==> src/rtl/cdb_broadcaster_pkg.sv <==
// Shared types for the CDB broadcaster: tag width, source encoding and the
// registered broadcast packet.
package cdb_broadcaster_pkg;

   localparam int PREG_IDX_WIDTH = 6;
   localparam int NUM_CDB_SRC    = 3;

   typedef enum logic [1:0] {
      CDB_SRC_ALU  = 2'd0,
      CDB_SRC_MULT = 2'd1,
      CDB_SRC_LSQ  = 2'd2
   } CDB_SRC;

   typedef struct packed {
      logic                      valid;
      logic [PREG_IDX_WIDTH-1:0] tag;
   } CDB_PACKET;

   // Cyclic successor used both for round-robin search order and pointer update
   function automatic CDB_SRC cdbSrcNext(input CDB_SRC src);
      case (src)
         CDB_SRC_ALU:  return CDB_SRC_MULT;
         CDB_SRC_MULT: return CDB_SRC_LSQ;
         default:      return CDB_SRC_ALU;
      endcase
   endfunction

endpackage

==> src/rtl/cdb_broadcaster_if.sv <==
// Completion/broadcast bundle between the functional units and the CDB
// broadcaster; the broadcaster takes the slave side.
interface cdb_broadcaster_if;
   import cdb_broadcaster_pkg::*;

   logic                      alu_done;
   logic [PREG_IDX_WIDTH-1:0] alu_tag;
   logic                      mult_done;
   logic [PREG_IDX_WIDTH-1:0] mult_tag;
   logic                      lsq_done;
   logic [PREG_IDX_WIDTH-1:0] lsq_tag;
   logic                      alu_stall;
   logic                      mult_stall;
   logic                      lsq_stall;
   logic                      cdb_valid;
   logic [PREG_IDX_WIDTH-1:0] cdb_tag;

   modport master (
      output alu_done, alu_tag, mult_done, mult_tag, lsq_done, lsq_tag,
      input  alu_stall, mult_stall, lsq_stall, cdb_valid, cdb_tag
   );

   modport slave (
      input  alu_done, alu_tag, mult_done, mult_tag, lsq_done, lsq_tag,
      output alu_stall, mult_stall, lsq_stall, cdb_valid, cdb_tag
   );

endinterface

==> src/rtl/cdb_broadcaster_src.sv <==
// Per-source completion tag FIFO (power-of-two depth, wrapping pointers);
// module cdb_src_fifo, instantiated once per functional unit.
module cdb_src_fifo #(
   parameter int DEPTH = 2,
   parameter int WIDTH = 6
) (
   input  logic                     i_clock,
   input  logic                     i_reset,
   input  logic                     i_push,
   input  logic                     i_pop,
   input  logic [WIDTH-1:0]         i_data,
   output logic [WIDTH-1:0]         o_head,
   output logic [$clog2(DEPTH):0]   o_count,
   output logic                     o_full,
   output logic                     o_empty
);
   localparam int PTR_W = $clog2(DEPTH);

   logic [WIDTH-1:0] r_mem [DEPTH];
   logic [PTR_W-1:0] r_headPtr;
   logic [PTR_W-1:0] r_tailPtr;
   logic [PTR_W:0]   r_count;

   // Storage is not reset; pointers and count define what is valid
   always_ff @(posedge i_clock) begin
      if (i_push) begin
         r_mem[r_tailPtr] <= i_data;
      end
   end

   always_ff @(posedge i_clock) begin
      if (i_reset) begin
         r_headPtr <= '0;
         r_tailPtr <= '0;
         r_count   <= '0;
      end else begin
         if (i_push) begin
            r_tailPtr <= r_tailPtr + PTR_W'(1);
         end
         if (i_pop) begin
            r_headPtr <= r_headPtr + PTR_W'(1);
         end
         case ({i_push, i_pop})
            2'b10:   r_count <= r_count + (PTR_W+1)'(1);
            2'b01:   r_count <= r_count - (PTR_W+1)'(1);
            default: r_count <= r_count;
         endcase
      end
   end

   assign o_head  = r_mem[r_headPtr];
   assign o_count = r_count;
   assign o_full  = (r_count == (PTR_W+1)'(DEPTH));
   assign o_empty = (r_count == '0);

endmodule

==> src/rtl/cdb_broadcaster.sv <==
// CDB broadcaster: buffers ALU/MULT/LSQ completion tags and broadcasts one per
// cycle with round-robin arbitration. CDB_DEBUG_EN adds count/grant/pointer outputs.
module cdb_broadcaster
   import cdb_broadcaster_pkg::*;
#(
   parameter int CDB_BUF_DEPTH = 2
) (
   input  logic clock,
   input  logic reset,
   cdb_broadcaster_if.slave bus
`ifdef CDB_DEBUG_EN
   ,
   output logic [$clog2(CDB_BUF_DEPTH):0] debug_alu_count,
   output logic [$clog2(CDB_BUF_DEPTH):0] debug_mult_count,
   output logic [$clog2(CDB_BUF_DEPTH):0] debug_lsq_count,
   output logic [2:0]                     debug_grant,
   output logic [1:0]                     debug_rr_ptr
`endif
);
   localparam int CNT_W = $clog2(CDB_BUF_DEPTH) + 1;

   logic                      w_done    [NUM_CDB_SRC];
   logic [PREG_IDX_WIDTH-1:0] w_tag     [NUM_CDB_SRC];
   logic [PREG_IDX_WIDTH-1:0] w_head    [NUM_CDB_SRC];
   logic [PREG_IDX_WIDTH-1:0] w_candTag [NUM_CDB_SRC];
   logic [CNT_W-1:0]          w_count   [NUM_CDB_SRC];
   logic                      w_full    [NUM_CDB_SRC];
   logic                      w_empty   [NUM_CDB_SRC];
   logic                      w_stall   [NUM_CDB_SRC];
   logic                      w_accept  [NUM_CDB_SRC];
   logic                      w_cand    [NUM_CDB_SRC];
   logic                      w_push    [NUM_CDB_SRC];
   logic                      w_pop     [NUM_CDB_SRC];
   CDB_SRC                    w_order   [NUM_CDB_SRC];
   logic [NUM_CDB_SRC-1:0]    w_grant1h;
   logic                      w_grantFound;
   CDB_SRC                    w_grantSrc;
   CDB_SRC                    w_rrPtrNext;
   CDB_PACKET                 w_cdbNext;
   CDB_SRC                    r_rrPtr;
   CDB_PACKET                 r_cdb;

   assign w_done[CDB_SRC_ALU]  = bus.alu_done;
   assign w_done[CDB_SRC_MULT] = bus.mult_done;
   assign w_done[CDB_SRC_LSQ]  = bus.lsq_done;
   assign w_tag[CDB_SRC_ALU]   = bus.alu_tag;
   assign w_tag[CDB_SRC_MULT]  = bus.mult_tag;
   assign w_tag[CDB_SRC_LSQ]   = bus.lsq_tag;

   assign bus.alu_stall  = w_stall[CDB_SRC_ALU];
   assign bus.mult_stall = w_stall[CDB_SRC_MULT];
   assign bus.lsq_stall  = w_stall[CDB_SRC_LSQ];
   assign bus.cdb_valid  = r_cdb.valid;
   assign bus.cdb_tag    = r_cdb.tag;

   // An empty FIFO lets a fresh done compete directly (bypass) for this cycle
   for (genvar gi = 0; gi < NUM_CDB_SRC; gi++) begin : g_src
      assign w_stall[gi]   = (w_count[gi] == CNT_W'(CDB_BUF_DEPTH));
      assign w_accept[gi]  = w_done[gi] && !w_full[gi];
      assign w_cand[gi]    = !w_empty[gi] || (w_done[gi] && w_empty[gi]);
      assign w_candTag[gi] = w_empty[gi] ? w_tag[gi] : w_head[gi];

      cdb_src_fifo #(
         .DEPTH (CDB_BUF_DEPTH),
         .WIDTH (PREG_IDX_WIDTH)
      ) u_fifo (
         .i_clock (clock),
         .i_reset (reset),
         .i_push  (w_push[gi]),
         .i_pop   (w_pop[gi]),
         .i_data  (w_tag[gi]),
         .o_head  (w_head[gi]),
         .o_count (w_count[gi]),
         .o_full  (w_full[gi]),
         .o_empty (w_empty[gi])
      );
   end

   assign w_order[0] = r_rrPtr;
   assign w_order[1] = cdbSrcNext(r_rrPtr);
   assign w_order[2] = cdbSrcNext(w_order[1]);

   always_comb begin
      w_grantFound = 1'b0;
      w_grantSrc   = r_rrPtr;
      for (int k = 0; k < NUM_CDB_SRC; k++) begin
         if (!w_grantFound && w_cand[w_order[k]]) begin
            w_grantFound = 1'b1;
            w_grantSrc   = w_order[k];
         end
      end
   end

   // Winner via bypass is never enqueued; a winner with a head may pop and push together
   always_comb begin
      w_cdbNext.valid = w_grantFound;
      w_cdbNext.tag   = r_cdb.tag;
      w_rrPtrNext     = r_rrPtr;
      w_grant1h       = '0;
      if (w_grantFound) begin
         w_cdbNext.tag          = w_candTag[w_grantSrc];
         w_rrPtrNext            = cdbSrcNext(w_grantSrc);
         w_grant1h[w_grantSrc]  = 1'b1;
      end
      for (int i = 0; i < NUM_CDB_SRC; i++) begin
         w_pop[i]  = w_grant1h[i] && !w_empty[i];
         w_push[i] = w_accept[i] && !(w_grant1h[i] && w_empty[i]);
      end
   end

   always_ff @(posedge clock) begin
      if (reset) begin
         r_cdb   <= '0;
         r_rrPtr <= CDB_SRC_ALU;
      end else begin
         r_cdb   <= w_cdbNext;
         r_rrPtr <= w_rrPtrNext;
      end
   end

`ifdef CDB_DEBUG_EN
   logic [NUM_CDB_SRC-1:0] r_grant;

   always_ff @(posedge clock) begin
      if (reset) begin
         r_grant <= '0;
      end else begin
         r_grant <= w_grant1h;
      end
   end

   assign debug_alu_count  = w_count[CDB_SRC_ALU];
   assign debug_mult_count = w_count[CDB_SRC_MULT];
   assign debug_lsq_count  = w_count[CDB_SRC_LSQ];
   assign debug_grant      = r_grant;
   assign debug_rr_ptr     = r_rrPtr;
`endif

endmodule

==> src/flat_wrapper.sv <==
// flat-port wrapper written by rule: the top's interface ports become plain ports
module cdb_broadcaster_flat import cdb_broadcaster_pkg::*;
#(
   parameter int CDB_BUF_DEPTH = 2
)
  (clock, reset, bus_alu_done, bus_alu_tag, bus_mult_done, bus_mult_tag, bus_lsq_done, bus_lsq_tag, bus_alu_stall, bus_mult_stall, bus_lsq_stall, bus_cdb_valid, bus_cdb_tag);
  cdb_broadcaster_if bus_i ();
  input  logic clock;
  input  logic reset;
  input wire logic [$bits(bus_i.alu_done)-1:0] bus_alu_done;
  input wire logic [$bits(bus_i.alu_tag)-1:0] bus_alu_tag;
  input wire logic [$bits(bus_i.mult_done)-1:0] bus_mult_done;
  input wire logic [$bits(bus_i.mult_tag)-1:0] bus_mult_tag;
  input wire logic [$bits(bus_i.lsq_done)-1:0] bus_lsq_done;
  input wire logic [$bits(bus_i.lsq_tag)-1:0] bus_lsq_tag;
  output wire logic [$bits(bus_i.alu_stall)-1:0] bus_alu_stall;
  output wire logic [$bits(bus_i.mult_stall)-1:0] bus_mult_stall;
  output wire logic [$bits(bus_i.lsq_stall)-1:0] bus_lsq_stall;
  output wire logic [$bits(bus_i.cdb_valid)-1:0] bus_cdb_valid;
  output wire logic [$bits(bus_i.cdb_tag)-1:0] bus_cdb_tag;
  assign bus_i.alu_done = bus_alu_done;
  assign bus_i.alu_tag = bus_alu_tag;
  assign bus_i.mult_done = bus_mult_done;
  assign bus_i.mult_tag = bus_mult_tag;
  assign bus_i.lsq_done = bus_lsq_done;
  assign bus_i.lsq_tag = bus_lsq_tag;
  assign bus_alu_stall = bus_i.alu_stall;
  assign bus_mult_stall = bus_i.mult_stall;
  assign bus_lsq_stall = bus_i.lsq_stall;
  assign bus_cdb_valid = bus_i.cdb_valid;
  assign bus_cdb_tag = bus_i.cdb_tag;
  cdb_broadcaster #(.CDB_BUF_DEPTH(CDB_BUF_DEPTH)) u_core (.clock(clock), .reset(reset), .bus(bus_i));
endmodule
==> config.mk <==
export PLATFORM = sky130hd
export DESIGN_NAME = cdb_broadcaster_flat
export DESIGN_NICKNAME = d
export VERILOG_FILES = /design/src/rtl/cdb_broadcaster_pkg.sv /design/src/rtl/cdb_broadcaster_if.sv /design/src/rtl/cdb_broadcaster_src.sv /design/src/rtl/cdb_broadcaster.sv /design/src/flat_wrapper.sv
export SDC_FILE = /design/constraint.sdc
export NUM_CORES = 1
export LEC_CHECK = 0
export BUFFER_PORTS_ARGS = -buffer_cell sky130_fd_sc_hd__buf_4
export CORE_MARGIN = 2
export CORE_UTILIZATION = 45
export CTS_BUF_LIST = sky130_fd_sc_hd__clkbuf_16
export CTS_CLUSTER_SIZE = 12
export DETAILED_ROUTE_END_ITERATION = 8
export PLACE_DENSITY = 0.69
export SLEW_MARGIN = 10
export SYNTH_ARGS = -nofsm -noshare
export SYNTH_HDL_FRONTEND = slang
export SYNTH_SLANG_ARGS = --single-unit
==> constraint.sdc <==
create_clock -name clock -period 2.6 [get_ports clock]
set_input_delay 0.13 -clock clock [delete_from_list [all_inputs] [get_ports clock]]
set_output_delay 0.13 -clock clock [all_outputs]
set_load 0.02 [all_outputs]
== Yosys cells after proc, flatten, opt, wreduce, memory -nomap -nowiden ==
Memories as Yosys holds them, arrays and structs flattened. A register that Yosys moved wholly into a read port is not among the register bits.
Index checks and enable logic that the tools add are counted.

* Bits in writable memories: 36
* Memories: 3
* Logic and storage cells: 131
* Output and inout bits: 10
* Flip-flop bits (word level): 21
* Bits of input ports: 23

* Bitwise logic cells: 4
* $lt $le $gt $ge: 6
* Add/subtract/negate cells: 12
* Mux-type cells: 41
* Reduce and logical (&&, ||, !) cells: 41
* Equal/unequal tests: 12

{| class="wikitable"
|+ Memories
! name !! depth !! bits a word !! read ports !! clocked after Yosys merged registers in !! write ports !! line !! RTL
|-
| u_core.g_src[0].u_fifo.r_mem || 2 || 6 || 1 || 1 || 1 || cdb_broadcaster_src.sv:19 || <nowiki>logic [WIDTH-1:0] r_mem [DEPTH];</nowiki>
|-
| u_core.g_src[1].u_fifo.r_mem || 2 || 6 || 1 || 1 || 1 || cdb_broadcaster_src.sv:19 ||
|-
| u_core.g_src[2].u_fifo.r_mem || 2 || 6 || 1 || 1 || 1 || cdb_broadcaster_src.sv:19 ||
|}

{| class="wikitable"
|+ Operators with widths
! cell !! count
|-
| $mux W6 || 5
|-
| $pmux W2 S2 || 6
|-
| $mux W1 || 22
|-
| $logic_and A1 B1 Y1 || 18
|-
| $bmux W6 S2 || 1
|-
| $eq A2 B1 Y1 const B || 6
|-
| $eq A2 B2 Y1 const B || 6
|-
| $ge A3 B3 Y1 const B || 4
|-
| $logic_not A2 Y1 || 6
|-
| $not A2 Y3 || 4
|-
| $logic_not A1 Y1 || 11
|-
| $add A1 B1 Y1 const B || 6
|-
| $add A2 B1 Y2 const B || 3
|-
| $bmux W1 S2 || 3
|-
| $reduce_bool A2 Y1 || 3
|-
| $sub A2 B1 Y2 const B || 3
|-
| $mux W2 || 2
|-
| $logic_or A1 B1 Y1 || 3
|-
| $lt A2 B3 Y1 const B || 1
|-
| $mux W3 || 1
|-
| $demux W1 S2 || 1
|-
| $ge A2 B1 Y1 const B || 1
|}

== Longest topological paths before layout ==
* Depth after elaboration: 23
* Gate-level depth with buffers: 9
* Mapped depth without buffers: 8

== Modules after synthesis ==
Synthesis repeated with hierarchy kept, for this count alone.

* Cells, all modules: 252
* Area total of the unflattened synthesis: 3009.1 um2

{| class="wikitable"
|+ By module, submodules not included
! module !! area each (um2) !! cells each !! sequential area each (um2) !! instances
|-
| cdb_src_fifo || 636.9 || 41 || 460.4 || 3
|-
| cdb_broadcaster || 1098.6 || 129 || 180.2 || 1
|}

== Worst setup path after synthesis ==
Ideal clock, no wire load.

* Path type: reg2reg
* Start point: register u_core.g_src[1].u_fifo.r_count[0]
* End point: register u_core.g_src[0].u_fifo.r_count[1]
* Clock period less this slack: 2.254 ns
* Buffers on the path: 1
* Data required time: 2.530 ns
* Path slack: 0.346 ns
* Setup time: 0.070 ns
* Cell stages (with the launch flop): 9
* Data arrival time: 2.184 ns
* Path through: dfxtp_1 -> buf_2 -> nor3_4 -> a21oi_1 -> o31a_1 -> o21ai_1 -> ha_1 -> or3_1 -> a21oi_1

* Word-level cells in the longest chain between the ends: 23
* Elaborated cells between the ends (all ways): 36
* Classes of those cells: order compare (2); eq/ne (2); mux (18); reduce/logical (14)

{| class="wikitable"
|+ Ends and longest elaborated chain
! what !! line !! RTL
|-
| start: declaration || cdb_broadcaster_src.sv:22 || <nowiki>logic [PTR_W:0] r_count;</nowiki>
|-
| start signal: assignment || cdb_broadcaster_src.sv:44 || <nowiki>2'b10: r_count <= r_count + (PTR_W+1)'(1);</nowiki>
|-
| start signal: assignment || cdb_broadcaster_src.sv:45 || <nowiki>2'b01: r_count <= r_count - (PTR_W+1)'(1);</nowiki>
|-
| start signal: assignment || cdb_broadcaster_src.sv:46 || <nowiki>default: r_count <= r_count;</nowiki>
|-
| $logic_not A2 Y1 (*) || cdb_broadcaster_src.sv:54 || <nowiki>assign o_empty = (r_count == '0);</nowiki>
|-
| $logic_not A1 Y1 or $logic_and A1 B1 Y1 (tied branches) || cdb_broadcaster.sv:60 || <nowiki>assign w_cand[gi] = !w_empty[gi] || (w_done[gi] && w_empty[gi]);</nowiki>
|-
| $logic_or A1 B1 Y1 (*) || cdb_broadcaster.sv:60 ||
|-
| $bmux W1 S2 || cdb_broadcaster.sv:87 || <nowiki>if (!w_grantFound && w_cand[w_order[k]]) begin</nowiki>
|-
| $mux W1 (implied by the code) (2 in a row) || cdb_broadcaster.sv:87 ||
|-
| $mux W1 || cdb_broadcaster.sv:87 ||
|-
| $logic_not A1 Y1 || cdb_broadcaster.sv:87 ||
|-
| $logic_and A1 B1 Y1 || cdb_broadcaster.sv:87 ||
|-
| (+6 left out) || -- ||
|-
| $mux W1 (implied by the code) || cdb_broadcaster.sv:103 || <nowiki>w_grant1h[w_grantSrc] = 1'b1;</nowiki>
|-
| $demux W1 S2 || -- ||
|-
| $mux W3 (*) || cdb_broadcaster.sv:100 || <nowiki>if (w_grantFound) begin</nowiki>
|-
| $logic_and A1 B1 Y1 || cdb_broadcaster.sv:107 || <nowiki>w_push[i] = w_accept[i] && !(w_grant1h[i] && w_empty[i]);</nowiki>
|-
| $logic_not A1 Y1 || cdb_broadcaster.sv:107 ||
|-
| $logic_and A1 B1 Y1 || cdb_broadcaster.sv:107 ||
|-
| $eq A2 B1 Y1 or $eq A2 B2 Y1 (tied branches) || cdb_broadcaster_src.sv:43 || <nowiki>case ({i_push, i_pop})</nowiki>
|-
| $pmux W2 S2 or $reduce_bool A2 Y1 (tied branches) || -- ||
|-
| end signal: assignment || cdb_broadcaster_src.sv:44 ||
|-
| end signal: assignment || cdb_broadcaster_src.sv:45 ||
|-
| end signal: assignment || cdb_broadcaster_src.sv:46 ||
|-
| end: declaration || cdb_broadcaster_src.sv:22 ||
|}

Every way passes the cells marked *; elsewhere a longest branch is shown, timed or not. The select of a mux whose other input is x is not followed.
A chain may end at the register's enable or synchronous reset.

== Worst setup path in the final report ==
* Start point: register u_core.g_src[2].u_fifo.r_count[0]
* End point: register u_core.g_src[0].u_fifo.r_count[1]

* Word-level cells in the longest chain between the ends: 23
* Elaborated cells between the ends (all ways): 36
* Classes of those cells: order compare (2); eq/ne (2); mux (18); reduce/logical (14)

{| class="wikitable"
|+ Ends and longest elaborated chain
! what !! line
|-
| start: declaration || cdb_broadcaster_src.sv:22
|-
| start signal: assignment || cdb_broadcaster_src.sv:44
|-
| start signal: assignment || cdb_broadcaster_src.sv:45
|-
| start signal: assignment || cdb_broadcaster_src.sv:46
|-
| $logic_not A2 Y1 (*) || cdb_broadcaster_src.sv:54
|-
| $logic_not A1 Y1 or $logic_and A1 B1 Y1 (tied branches) || cdb_broadcaster.sv:60
|-
| $logic_or A1 B1 Y1 (*) || cdb_broadcaster.sv:60
|-
| $bmux W1 S2 || cdb_broadcaster.sv:87
|-
| $mux W1 (implied by the code) (2 in a row) || cdb_broadcaster.sv:87
|-
| $mux W1 || cdb_broadcaster.sv:87
|-
| $logic_not A1 Y1 || cdb_broadcaster.sv:87
|-
| $logic_and A1 B1 Y1 || cdb_broadcaster.sv:87
|-
| (+6 left out) || --
|-
| $mux W1 (implied by the code) || cdb_broadcaster.sv:103
|-
| $demux W1 S2 || --
|-
| $mux W3 (*) || cdb_broadcaster.sv:100
|-
| $logic_and A1 B1 Y1 || cdb_broadcaster.sv:107
|-
| $logic_not A1 Y1 || cdb_broadcaster.sv:107
|-
| $logic_and A1 B1 Y1 || cdb_broadcaster.sv:107
|-
| $eq A2 B1 Y1 or $eq A2 B2 Y1 (tied branches) || cdb_broadcaster_src.sv:43
|-
| $pmux W2 S2 or $reduce_bool A2 Y1 (tied branches) || --
|}

Marks and branches as above.

==> reports/results.ini <==
[clocking]
cts_root_buf=clkbuf_16
cts_setup_buffers=0
clock_path_buffers=2
numCtsBuffers=9
tritoncts=built
clkTransAtPathRegs_ns=0.05
cts.sinks=60
htree_num_levels=3
worst_skew_pair.late_latency_ns=0.33

[floorplanning]
die_area_um2=7100
ios=33
initial_utilization_pct=46.2
dieWidth_um=84.3
rows=29
die_h_um=84.3
core_um2=6280

[status]
status=finished clean

[finish]
nFillCells=514
design_area_um2=3730
n_antenna_cell=0
drive_above_1_share_pct=22.3
area_growth_pct=28.8
nNetsFinal=348

[logic_synthesis]
syn_inst=267
async_flop_share_pct=0
synthDistinctLibCells=47
netlist_area_um2=2900
synthTopCellsByCount=nor2_1 (40), edfxtp_1 (36), dfxtp_1 (24), mux2i_1 (19), o21ai_0 (18)
ys_seq_area_share_pct=53.9
yosys.area.top_type=edfxtp_1
ys.flop_type=edfxtp_1
yosys_warnings=0
ys_seq_elements=60
synth_edf_count=36
synth_top_area_share_pct=37.3
syn_avg_cell_area_um2=10.9
synth.most_common_cell=nor2_1
syn_nets=293
synth_area_leaders=edfxtp_1 (37%), dfxtp_1 (17%), mux2i_1 (6.6%)

[drt]
avgViaCountPerCell=5.63
drt_iter0_drc=122
dr.pass1.iters=5
vias=2274
wl_um=6470
drc=0
wl_per_cell_um=16.0
antenna_left=0

[power_and_ir_drop]
power_w=0.00452
p_per_area_nw_per_um2=1210
ir_drop_uv=504
leakage_nw=1.43

[placement]
portBuffers=32
placedInstanceArea_um2=3240
gp_congestion=0.890
preCtsSetupSlack_ns=0.251
dpl.hpwl_um=4580

[sta]
hold_viol=0
setup_tns_ns=0
holdWs_ns=0.00760
worstMarginPinSlew_ns=0.595
post-route-period-util_pct=91.2
maxSlewViolCount=0
finalSetupViolCount=0
slew_headroom_pct=60.2
fin_ws_ns=0.229
rsz0062_at_grt=no
clock.fmax_mhz=422
finClkSkew_ns=0.00459
fin_crit_ns=2.37

[grt]
grt.overflow.total=0
track_usage_pct=19.4
grt_pass1_wl_um=10600
grt_start_max_net_pins=29
antenna_found_initial=0
grt_pass1_vias=2257

[setup_path]
cp-end-kind=flop
critical_path_class=reg -> reg
cp.required_ns=2.86
cp_max_fo=9
crit_family=compound AO/OA/AOI/OAI gates
arrival_ns=2.63
cp_slowest_cell=o31ai_2
reg2reg_from=u_core.g_src[2].u_fifo.o_count[0]
path_cells=o31ai_2 > nor2_1 > o31a_1 > o21ai_1 > ha_1 > or3_1 > a21oi_1
cp-startpoint=u_core.g_src[2].u_fifo.o_count[0]
cp_slowest_stage_delay_ns=0.45
path_buf_inv=0
cp-start-kind=flop

[hold_path]
hold_start=bus_lsq_tag[3]
hp-class=in -> reg

[run]
cap_viol_max_count=0

sequential cells by signal, indices dropped and copies added, names as in the netlist, named ones only:
| register | flops |
|---|---|
| u_core.bus.cdb_tag | 6 |
| u_core.g_src.u_fifo.r_tailPtr | 3 |
| u_core.bus.cdb_valid | 1 |
| u_core.g_src.u_fifo.o_count | 6 |
| u_core.g_src.u_fifo.r_mem | 36 |
| u_core.r_rrPtr | 2 |
| u_core.g_src.u_fifo.r_headPtr | 3 |
layout by cell type, fill, tap and decap left out, types with 4 or more instances in the layout:
cell type	instances
inv_1	10
dfxtp_1	24
or2_2	4
buf_4	41
or3_1	6
a211oi_1	8
mux2i_1	19
o21ai_0	18
a22oi_1	6
dlygate4sd3_1	16
nor2b_1	5
edfxtp_1	36
nand2_1	13
xnor2_1	7
nor2_1	40
a21oi_1	9
clkbuf_16	9
nor3_1	4
logic make-up (layout without fill, tap and decap cells):
kind of cell             after synthesis  after routing  share of synthesized area [%]
multiplexers                          22             22                           7.73
AND/OR/NAND/NOR                       88             88                           15.2
AO/OA/AOI/OAI                         62             62                           15.4
flip-flops                            60             60                           53.9
XOR/XNOR                              10             10                           3.02
adder cells (fa/ha/maj)                3              3                           1.29
buffers and inverters                 22             82                           3.45
worst reg2reg max path, cell delays in order (launching register included):
cell and delay, ns:
dfxtp_1 0.41, o31ai_2 0.45, nor2_1 0.13, o31a_1 0.28, o21ai_1 0.23, ha_1 0.30
or3_1 0.38, a21oi_1 0.13
timing repair:
action / in CTS / in global routing
resized for setup: 0 / 1
hold buffers: 16 / 0
setup endpoints to repair: 0 / 1
endpoints found under the hold margin: 31 / 0
stage by stage:
stage	util, %	instances
finish	59.5	404
global placement	51.6	372
floorplan	-	267
CTS	59.4	404
global route	59.5	404
detailed placement	51.6	372
report_power, final:
| group | switching, W | internal [W] | total, W |
|---|---|---|---|
| Clock | 0.000395 | 0.000922 | 0.00132 |
| Combinational | 0.000956 | 0.000738 | 0.00169 |
| Sequential | 0.000204 | 0.00130 | 0.00151 |
| Total | 0.00155 | 0.00296 | 0.00452 |
area by class of cell:
type	instances	area, um2	share of cell area, %
clock inverter	7	106	2.85
timing repair buffer	57	468	12.5
inverter	9	33.8	0.905
multi-input combinational	185	1240	33.3
tap	77	96.3	2.58
clock buffer	9	225	6.03
sequential	60	1560	41.8
worst paths after layout:
kind | depth (start not counted) | to | slack [ns]
hold / removal | 1 | u_core.g_src[2].u_fifo.r_mem[1][3] | 0.008
setup / recovery | 7 | u_core.g_src[0].u_fifo.o_count[1] | 0.23
setup reg to reg | 7 | u_core.g_src[0].u_fifo.o_count[1] | 0.23
hold reg to reg | 2 | u_core.g_src[2].u_fifo.r_tailPtr | 0.50
layer usage:
layer / up-vias / part of all wire, % / GRT usage (%)
li1: 1099 / - / -
met1: 1079 / 43 / 22.7
met2: 78 / 49 / 32.3
met3: 18 / 5.2 / 3.74
met4: 0 / 3.7 / 12.6
met5: - / 0 / 0
Power figures use the tool's default switching activity.
